--- src/rtl/tag_ram_ctrl.sv ---
// tag_ram_ctrl: initiator-side controller for the L1.5 icache single-port tag RAM.
// It arbitrates among a full invalidate sweep (flush), refill tag writes and
// hit/miss lookups. It also performs an automatic invalidate sweep after reset.
//
// Optional feature macro: HIER_ICACHE_TAG_PARITY_EN
//   When this macro is defined, each stored word carries an even-parity bit above
//   the valid bit. A parity mismatch on a lookup response forces a miss and
//   pulses parity_err_o. When it is undefined, parity_err_o is tied to 0.
//
// Ports
//   clk, rst           clock, asynchronous active-high reset
//   flush_req_i/ack_o  explicit flush request (level) / one-cycle completion pulse
//   refill_*           refill request, grant, index and tag
//   lookup_*           lookup request, grant, index, tag, result valid and hit
//   parity_err_o       parity mismatch pulse, qualified by lookup_rvalid_o
//   busy_o             high whenever the controller is not IDLE
//   tag_*              tag memory request, write enable, address, write data and
//                      read data (read data arrives one cycle after a read request)
module tag_ram_ctrl #(
  parameter int TAG_ADDR_WIDTH = 6,
  parameter int TAG_WIDTH      = 6,
`ifdef HIER_ICACHE_TAG_PARITY_EN
  localparam int TAG_DATA_WIDTH = TAG_WIDTH + 2
`else
  localparam int TAG_DATA_WIDTH = TAG_WIDTH + 1
`endif
) (
  input  logic                      clk,
  input  logic                      rst,
  input  logic                      flush_req_i,
  output logic                      flush_ack_o,
  input  logic                      refill_req_i,
  output logic                      refill_gnt_o,
  input  logic [TAG_ADDR_WIDTH-1:0] refill_index_i,
  input  logic [TAG_WIDTH-1:0]      refill_tag_i,
  input  logic                      lookup_req_i,
  output logic                      lookup_gnt_o,
  input  logic [TAG_ADDR_WIDTH-1:0] lookup_index_i,
  input  logic [TAG_WIDTH-1:0]      lookup_tag_i,
  output logic                      lookup_rvalid_o,
  output logic                      lookup_hit_o,
  output logic                      parity_err_o,
  output logic                      busy_o,
  output logic                      tag_req_o,
  output logic                      tag_write_o,
  output logic [TAG_ADDR_WIDTH-1:0] tag_addr_o,
  output logic [TAG_DATA_WIDTH-1:0] tag_wdata_o,
  input  logic [TAG_DATA_WIDTH-1:0] tag_rdata_i
);

  typedef enum logic [1:0] {
    INIT,
    FLUSH_AUTO,
    FLUSH_EXT,
    IDLE
  } state_t;

  state_t                    state;
  logic [TAG_ADDR_WIDTH-1:0] sweep_cnt;
  logic [TAG_WIDTH-1:0]      lookup_tag_q;

  logic                      flush_take;
  logic                      refill_take;
  logic                      lookup_take;
  logic                      sweep_last;
  logic [TAG_WIDTH:0]        refill_body;
  logic [TAG_DATA_WIDTH-1:0] refill_word;
  logic                      rd_valid;
  logic [TAG_WIDTH-1:0]      rd_tag;
  logic                      rd_par_err;

  // Fixed-priority arbitration, only in IDLE. A flush request that is still
  // high in the ack cycle belongs to the flush that just finished, so it is ignored.
  always_comb begin
    flush_take  = 1'b0;
    refill_take = 1'b0;
    lookup_take = 1'b0;
    if (state == IDLE) begin
      if (flush_req_i && !flush_ack_o) begin
        flush_take = 1'b1;
      end else if (refill_req_i) begin
        refill_take = 1'b1;
      end else if (lookup_req_i) begin
        lookup_take = 1'b1;
      end
    end
  end

  assign sweep_last  = (sweep_cnt == '1);
  assign refill_body = {1'b1, refill_tag_i};

  assign rd_valid = tag_rdata_i[TAG_WIDTH];
  assign rd_tag   = tag_rdata_i[TAG_WIDTH-1:0];

`ifdef HIER_ICACHE_TAG_PARITY_EN
  // Even parity over the full word: a clean word (including all-zero) XORs to 0.
  assign refill_word  = {^refill_body, refill_body};
  assign rd_par_err   = ^tag_rdata_i;
  assign parity_err_o = lookup_rvalid_o & rd_par_err;
`else
  assign refill_word  = refill_body;
  assign rd_par_err   = 1'b0;
  assign parity_err_o = 1'b0;
`endif

  // The hit is evaluated on the read data in the response cycle and is
  // gated by the registered valid, so it is 0 whenever no response is due.
  assign lookup_hit_o = lookup_rvalid_o & rd_valid & (rd_tag == lookup_tag_q) & ~rd_par_err;

  assign refill_gnt_o = refill_take;
  assign lookup_gnt_o = lookup_take;
  assign busy_o       = (state != IDLE);

  always_comb begin
    tag_req_o   = 1'b0;
    tag_write_o = 1'b0;
    tag_addr_o  = '0;
    tag_wdata_o = '0;
    unique case (state)
      FLUSH_AUTO, FLUSH_EXT: begin
        tag_req_o   = 1'b1;
        tag_write_o = 1'b1;
        tag_addr_o  = sweep_cnt;
      end
      IDLE: begin
        if (refill_take) begin
          tag_req_o   = 1'b1;
          tag_write_o = 1'b1;
          tag_addr_o  = refill_index_i;
          tag_wdata_o = refill_word;
        end else if (lookup_take) begin
          tag_req_o  = 1'b1;
          tag_addr_o = lookup_index_i;
        end
      end
      default: ;
    endcase
  end

  always_ff @(posedge clk or posedge rst) begin
    if (rst) begin
      state           <= INIT;
      sweep_cnt       <= '0;
      flush_ack_o     <= 1'b0;
      lookup_rvalid_o <= 1'b0;
      lookup_tag_q    <= '0;
    end else begin
      flush_ack_o <= 1'b0;
      // The response pipeline does not depend on the state. This lets a lookup
      // granted just before a flush still deliver its result.
      lookup_rvalid_o <= lookup_take;
      if (lookup_take) begin
        lookup_tag_q <= lookup_tag_i;
      end
      unique case (state)
        INIT: state <= FLUSH_AUTO;
        FLUSH_AUTO, FLUSH_EXT: begin
          sweep_cnt <= sweep_cnt + 1'b1;
          if (sweep_last) begin
            state       <= IDLE;
            flush_ack_o <= (state == FLUSH_EXT);
          end
        end
        IDLE: begin
          if (flush_take) begin
            state <= FLUSH_EXT;
          end
        end
        default: state <= INIT;
      endcase
    end
  end

endmodule

--- config.mk ---
export PLATFORM = sky130hd
export DESIGN_NAME = tag_ram_ctrl
export DESIGN_NICKNAME = d
export VERILOG_FILES = /design/src/rtl/tag_ram_ctrl.sv
export SDC_FILE = /design/constraint.sdc
export NUM_CORES = 1
export LEC_CHECK = 0
export ABC_AREA = 1
export CORE_UTILIZATION = 41
export CTS_BUF_LIST = sky130_fd_sc_hd__clkbuf_4
export DETAILED_ROUTE_END_ITERATION = 10
export PLACE_DENSITY = 0.86
export SLEW_MARGIN = 20
export SYNTH_ARGS = -nofsm -noshare
export SYNTH_HDL_FRONTEND = slang
export SYNTH_SLANG_ARGS = --single-unit
--- constraint.sdc ---
create_clock -name clk -period 2.17 [get_ports clk]
set_input_delay 0.5425 -clock clk [delete_from_list [all_inputs] [get_ports clk]]
set_output_delay 0.5425 -clock clk [all_outputs]
set_load 0.005 [all_outputs]
== Word level (Yosys, flattened, before mapping) ==
Index checks and enable logic that the tools add are counted.

* Equality and inequality tests: 8
* Bitwise operators: 2
* Mux-type cells: 24
* Reductions and logical operators: 5
* $add $sub $neg: 1

{| class="wikitable"
|+ Operators by type and width
! operator !! count
|-
| $mux W1 || 14
|-
| $mux W7 || 2
|-
| $mux W6 || 2
|-
| $pmux W6 S2 || 1
|-
| $add A6 B1 Y6 const B || 1
|-
| $eq A6 B6 Y1 || 1
|-
| $eq A6 B6 Y1 const B || 1
|-
| $ne A2 B2 Y1 const B || 3
|-
| $pmux W2 S3 || 1
|-
| $eq A2 B2 Y1 const B || 2
|-
| $mux W2 || 2
|-
| $pmux W1 S2 || 2
|-
| $and A1 B1 Y1 || 2
|-
| $eq A2 B1 Y1 const B || 1
|-
| $logic_not A2 Y1 || 1
|-
| $reduce_and A2 Y1 || 1
|-
| $reduce_or A2 Y1 || 1
|-
| $logic_and A1 B1 Y1 || 1
|-
| $logic_not A1 Y1 || 1
|}

* Word-level logic and storage cells: 45
* Register bits: 16

== Logic depth before layout (Yosys ltp) ==
* Word-level depth: 7
* Gate-level depth with buffers: 7

== Least setup slack after synthesis ==
Ideal clock, no wire load.

* Kind: register -> output
* Start: register state[0]
* End: output tag_req_o
* Arrival: 1.191 ns
* Stages on the path, launching flop included: 7
* Required time: 1.627 ns
* Path buffers: 1
* Setup slack: 0.436 ns
* Cell sequence: dfrtp_1 inv_1 ha_1 buf_2 inv_1 nand3_1 and2_1

* Longest elaborated chain between the ends: 5

{| class="wikitable"
|+ Ends and longest elaborated chain
! element !! line !! RTL
|-
| from (decl) || 58 || <nowiki>state_t state;</nowiki>
|-
| from (signal assigned) || 142 || <nowiki>state <= INIT;</nowiki>
|-
| from (signal assigned) || 156 || <nowiki>INIT: state <= FLUSH_AUTO;</nowiki>
|-
| from (signal assigned) || 160 || <nowiki>state <= IDLE;</nowiki>
|-
| $eq A2 B2 Y1 || 78, 119 ||
|-
| $mux W1 || 78 || <nowiki>if (state == IDLE) begin</nowiki>
|-
| $mux W1 || 131 || <nowiki>end else if (lookup_take) begin</nowiki>
|-
| $mux W1 || 126 || <nowiki>if (refill_take) begin</nowiki>
|-
| $pmux W1 S2 (*) || 119 || <nowiki>unique case (state)</nowiki>
|-
| to (decl) || 44 || <nowiki>output logic tag_req_o,</nowiki>
|}

Mark *: on every way between the ends. The rest lies on a longest branch, timed or not.

== Final worst setup path ==
* Start: register state[1]
* End: output tag_addr_o[1]

* Longest elaborated chain between the ends: 5

{| class="wikitable"
|+ Ends and longest elaborated chain
! element !! line !! RTL
|-
| $eq A2 B2 Y1 || 78, 119 ||
|-
| $mux W1 || 78 ||
|-
| $mux W6 || 131 ||
|-
| $mux W6 || 126 ||
|-
| $pmux W6 S2 (*) || 119 ||
|-
| to (decl) || 46 || <nowiki>output logic [TAG_ADDR_WIDTH-1:0] tag_addr_o,</nowiki>
|}

Marked as above.

==> flow_summary.json <==
{
  "ios": 58,
  "fin_nets": 278,
  "ys_ff_latch": 16,
  "die_w_um": 54.4,
  "violations": "setup timing",
  "die_area_um2": 2960,
  "seqCellArea_um2": 400,
  "yosysTopAreaCell": "dfrtp_1",
  "grt_overflow_total": 0,
  "worst_slack_ps": -33.4,
  "grt_pass1_vias": 1270,
  "syn_to_final_growth_pct": 73.1,
  "fin_crit_ps": 2200,
  "netlist_top_cells_area": "dfrtp_1 (36%), nand2_1 (15%), inv_1 (8.7%), nand4_1 (7.2%), ha_1 (5.6%)",
  "r2r-start": "state[1]",
  "fin_hold_ws_ps": 509,
  "firstDrtPassIters": 4,
  "power_density_nw_per_um2": 294,
  "synth.distinct_cells": 24,
  "switching_share_pct": 23.3,
  "internal_power_uw": 440,
  "p_leak_uw": 0.00106,
  "clk_pin_slew_ps": 90,
  "drc_errors": 0,
  "place_congestion": 0.788,
  "worstMarginPinSlew_ps": 578,
  "final_max_slew_viol_count": 0,
  "crit_fanout": 7,
  "p_seq_share_pct": 53.3,
  "synth_warnings": 0,
  "wire_per_inst_um": 13.5,
  "cts-root-buf": "clkbuf_4",
  "hp-class": "reg -> reg",
  "clock_skew_ps": 5.64,
  "routed_wirelength_mm": 3.58,
  "use_met1_pct": 30.4,
  "dpl.cell_count": 247,
  "clkPwrFrac_pct": 27.1,
  "diodes": 0,
  "antenna_left": 0,
  "viasPerCell": 5.10,
  "slew-limit-headroom_pct": 61.4,
  "grt_use_met2_pct": 45.1,
  "final_util_pct": 76.6,
  "required_ps": 1630,
  "cts_max_level": 1,
  "holdBufCountCts": 0,
  "cts_sinks": 16,
  "status": "finished with violations",
  "hold_viol": 0,
  "hold_start": "lookup_tag_q[4]",
  "rsz0062_at_grt": "true",
  "syn-cell-area_um2": 1130,
  "grt_max_degree": 17,
  "end_kind": "output pin",
  "io_buffers": 56,
  "arrival_ps": 1660,
  "synth_fp_nets": 196,
  "cp-startpoint": "state[1]",
  "coreArea_um2": 2540,
  "place_ws_ps": -491,
  "multiInputGateArea_um2": 632,
  "rows": 18,
  "die_h_um": 54.4,
  "gr-max-usage-layer": "met2",
  "setup_violations": 3,
  "cts_buffer_depth": 2,
  "synth.avg_cell_area_um2": 7.27,
  "synthCells": 155,
  "grtUsageTotal_pct": 26.2,
  "use_met3_pct": 4.44,
  "ir_drop_v": 0.000449,
  "num_vias": 1352,
  "fillers": 175,
  "fin_cells": 265,
  "clock_latency_ps": 290,
  "synth_seq_area_share_pct": 35.6,
  "drtIter0Drc": 22,
  "cts_tree": "yes",
  "worstSetupPathType": "reg -> out",
  "power_uw": 573,
  "switchingPower_uw": 133,
  "fmax_ghz": 0.454,
  "antenna_found_initial": 0,
  "period_share_pct": 102,
  "numCtsBuffers": 3,
  "pwr-share-comb_pct": 19.5,
  "drive_gt1_share_pct": 28.1,
  "drv_cap": 0,
  "dp_hpwl_mm": 2.51,
  "grt_first_pass_wirelength_mm": 5.48,
  "startpoint_type": "flop",
  "synth_top_area_share_pct": 35.6,
  "start_util_pct": 44.2
}
==> cells in the mapped netlist <==
library cell / number
a21oi_1: 3
a21oi_4: 1
and2_1: 1
buf_2: 3
buf_4: 3
clkinv_4: 1
conb_1: 1
dfrtp_1: 16
ha_1: 5
inv_1: 26
inv_2: 1
nand2_1: 44
nand2_4: 2
nand3_1: 10
nand3b_1: 2
nand4_1: 13
nor2_1: 9
nor2_4: 1
nor3b_1: 1
o21ai_0: 2
o21ai_1: 2
o22ai_1: 1
xnor2_1: 3
xor2_1: 4
==> power groups by stage <==
stage / Combinational [uW] / Clock [uW] / Sequential [uW]
finish: 112 / 155 / 306
global route: 121 / 174 / 306
CTS: 111 / 164 / 306
detailed placement: 104 / 0 / 311
global placement: 102 / 0 / 311
floorplan: 30.9 / 0 / 311
==> registers in the layout, indices dropped and copies added, names as in the netlist <==
signal,count
lookup_tag_q,6
lookup_rvalid_o,1
flush_ack_o,1
state,2
sweep_cnt,6
==> cell type report <==
class | count | share of cell area (%)
well taps | 30 | 1.93
repair buffers | 83 | 38.1
flip-flops and latches | 16 | 20.5
inverters | 28 | 5.90
clock buffers | 3 | 1.16
multi-input cells | 105 | 32.4
==> cell families after synthesis <==
logic type / Yosys count / synth area share (%)
simple gates: 83 / 34.9
buf+inv: 34 / 13.1
flops: 16 / 35.6
compound gates: 9 / 5.11
xor+xnor: 7 / 5.44
fa+ha+maj: 5 / 5.56
other cells: 1 / 0.333
==> stage by stage <==
step           instance area (um2)  setup TNS [ps]
2_1_floorplan                 1130               0
3_3_place_gp                  1790           -6480
3_5_place_dp                  1790           -7240
4_1_cts                       1930            -307
5_1_grt                       1950            -335
6_report                      1950           -76.4
==> cell usage in the layout, fill, tap and decap left out, drive strengths merged, types with 5 or more instances in the layout <==
cell type | netlist | routed
ha | 5 | 5
inv | 27 | 27
clkbuf | 0 | 12
buf | 6 | 32
clkdlybuf4s50 | 0 | 35
dfrtp | 16 | 16
nand3 | 10 | 10
nand4 | 13 | 13
dlygate4sd2 | 0 | 6
nor2 | 10 | 10
nand2 | 46 | 46
==> worst paths after layout <==
path	cells past startpoint	slack, ps	to
max reg2reg	10	380	sweep_cnt[5]
min in group asynchronous	2	600	lookup_tag_q[3]
max	9	-30	tag_addr_o[1]
min	2	510	lookup_tag_q[4]
min reg2reg	2	510	lookup_tag_q[4]
max in group asynchronous	2	1190	state[0]
==> critical path: stages (launching register included) <==
cell,delay [ps]
dfrtp_1,410
buf_6,130
inv_4,30
ha_4,260
buf_8,120
nand2_2,70
nand3_2,70
nand2_1,50
inv_1,50
clkdlybuf4s15_2,190
==> timing repair <==
item	4_1_cts	5_1_grt
setup buffers	14	2
pin swaps	13	5
resized for setup	59	25
endpoints found under the setup margin	18	14
cloned	0	0
==> metal layers <==
| layer | vias up | wire length, um | share of wire (%) |
|---|---|---|---|
| met3 | 19 | 190 | 5.3 |
| met1 | 632 | 1430 | 40 |
| li1 | 643 | - | - |
| met2 | 58 | 1810 | 51 |
| met5 | - | 0 | 0 |
| met4 | 0 | 148 | 4.1 |
No activity file was read; power rests on OpenSTA's default activity.
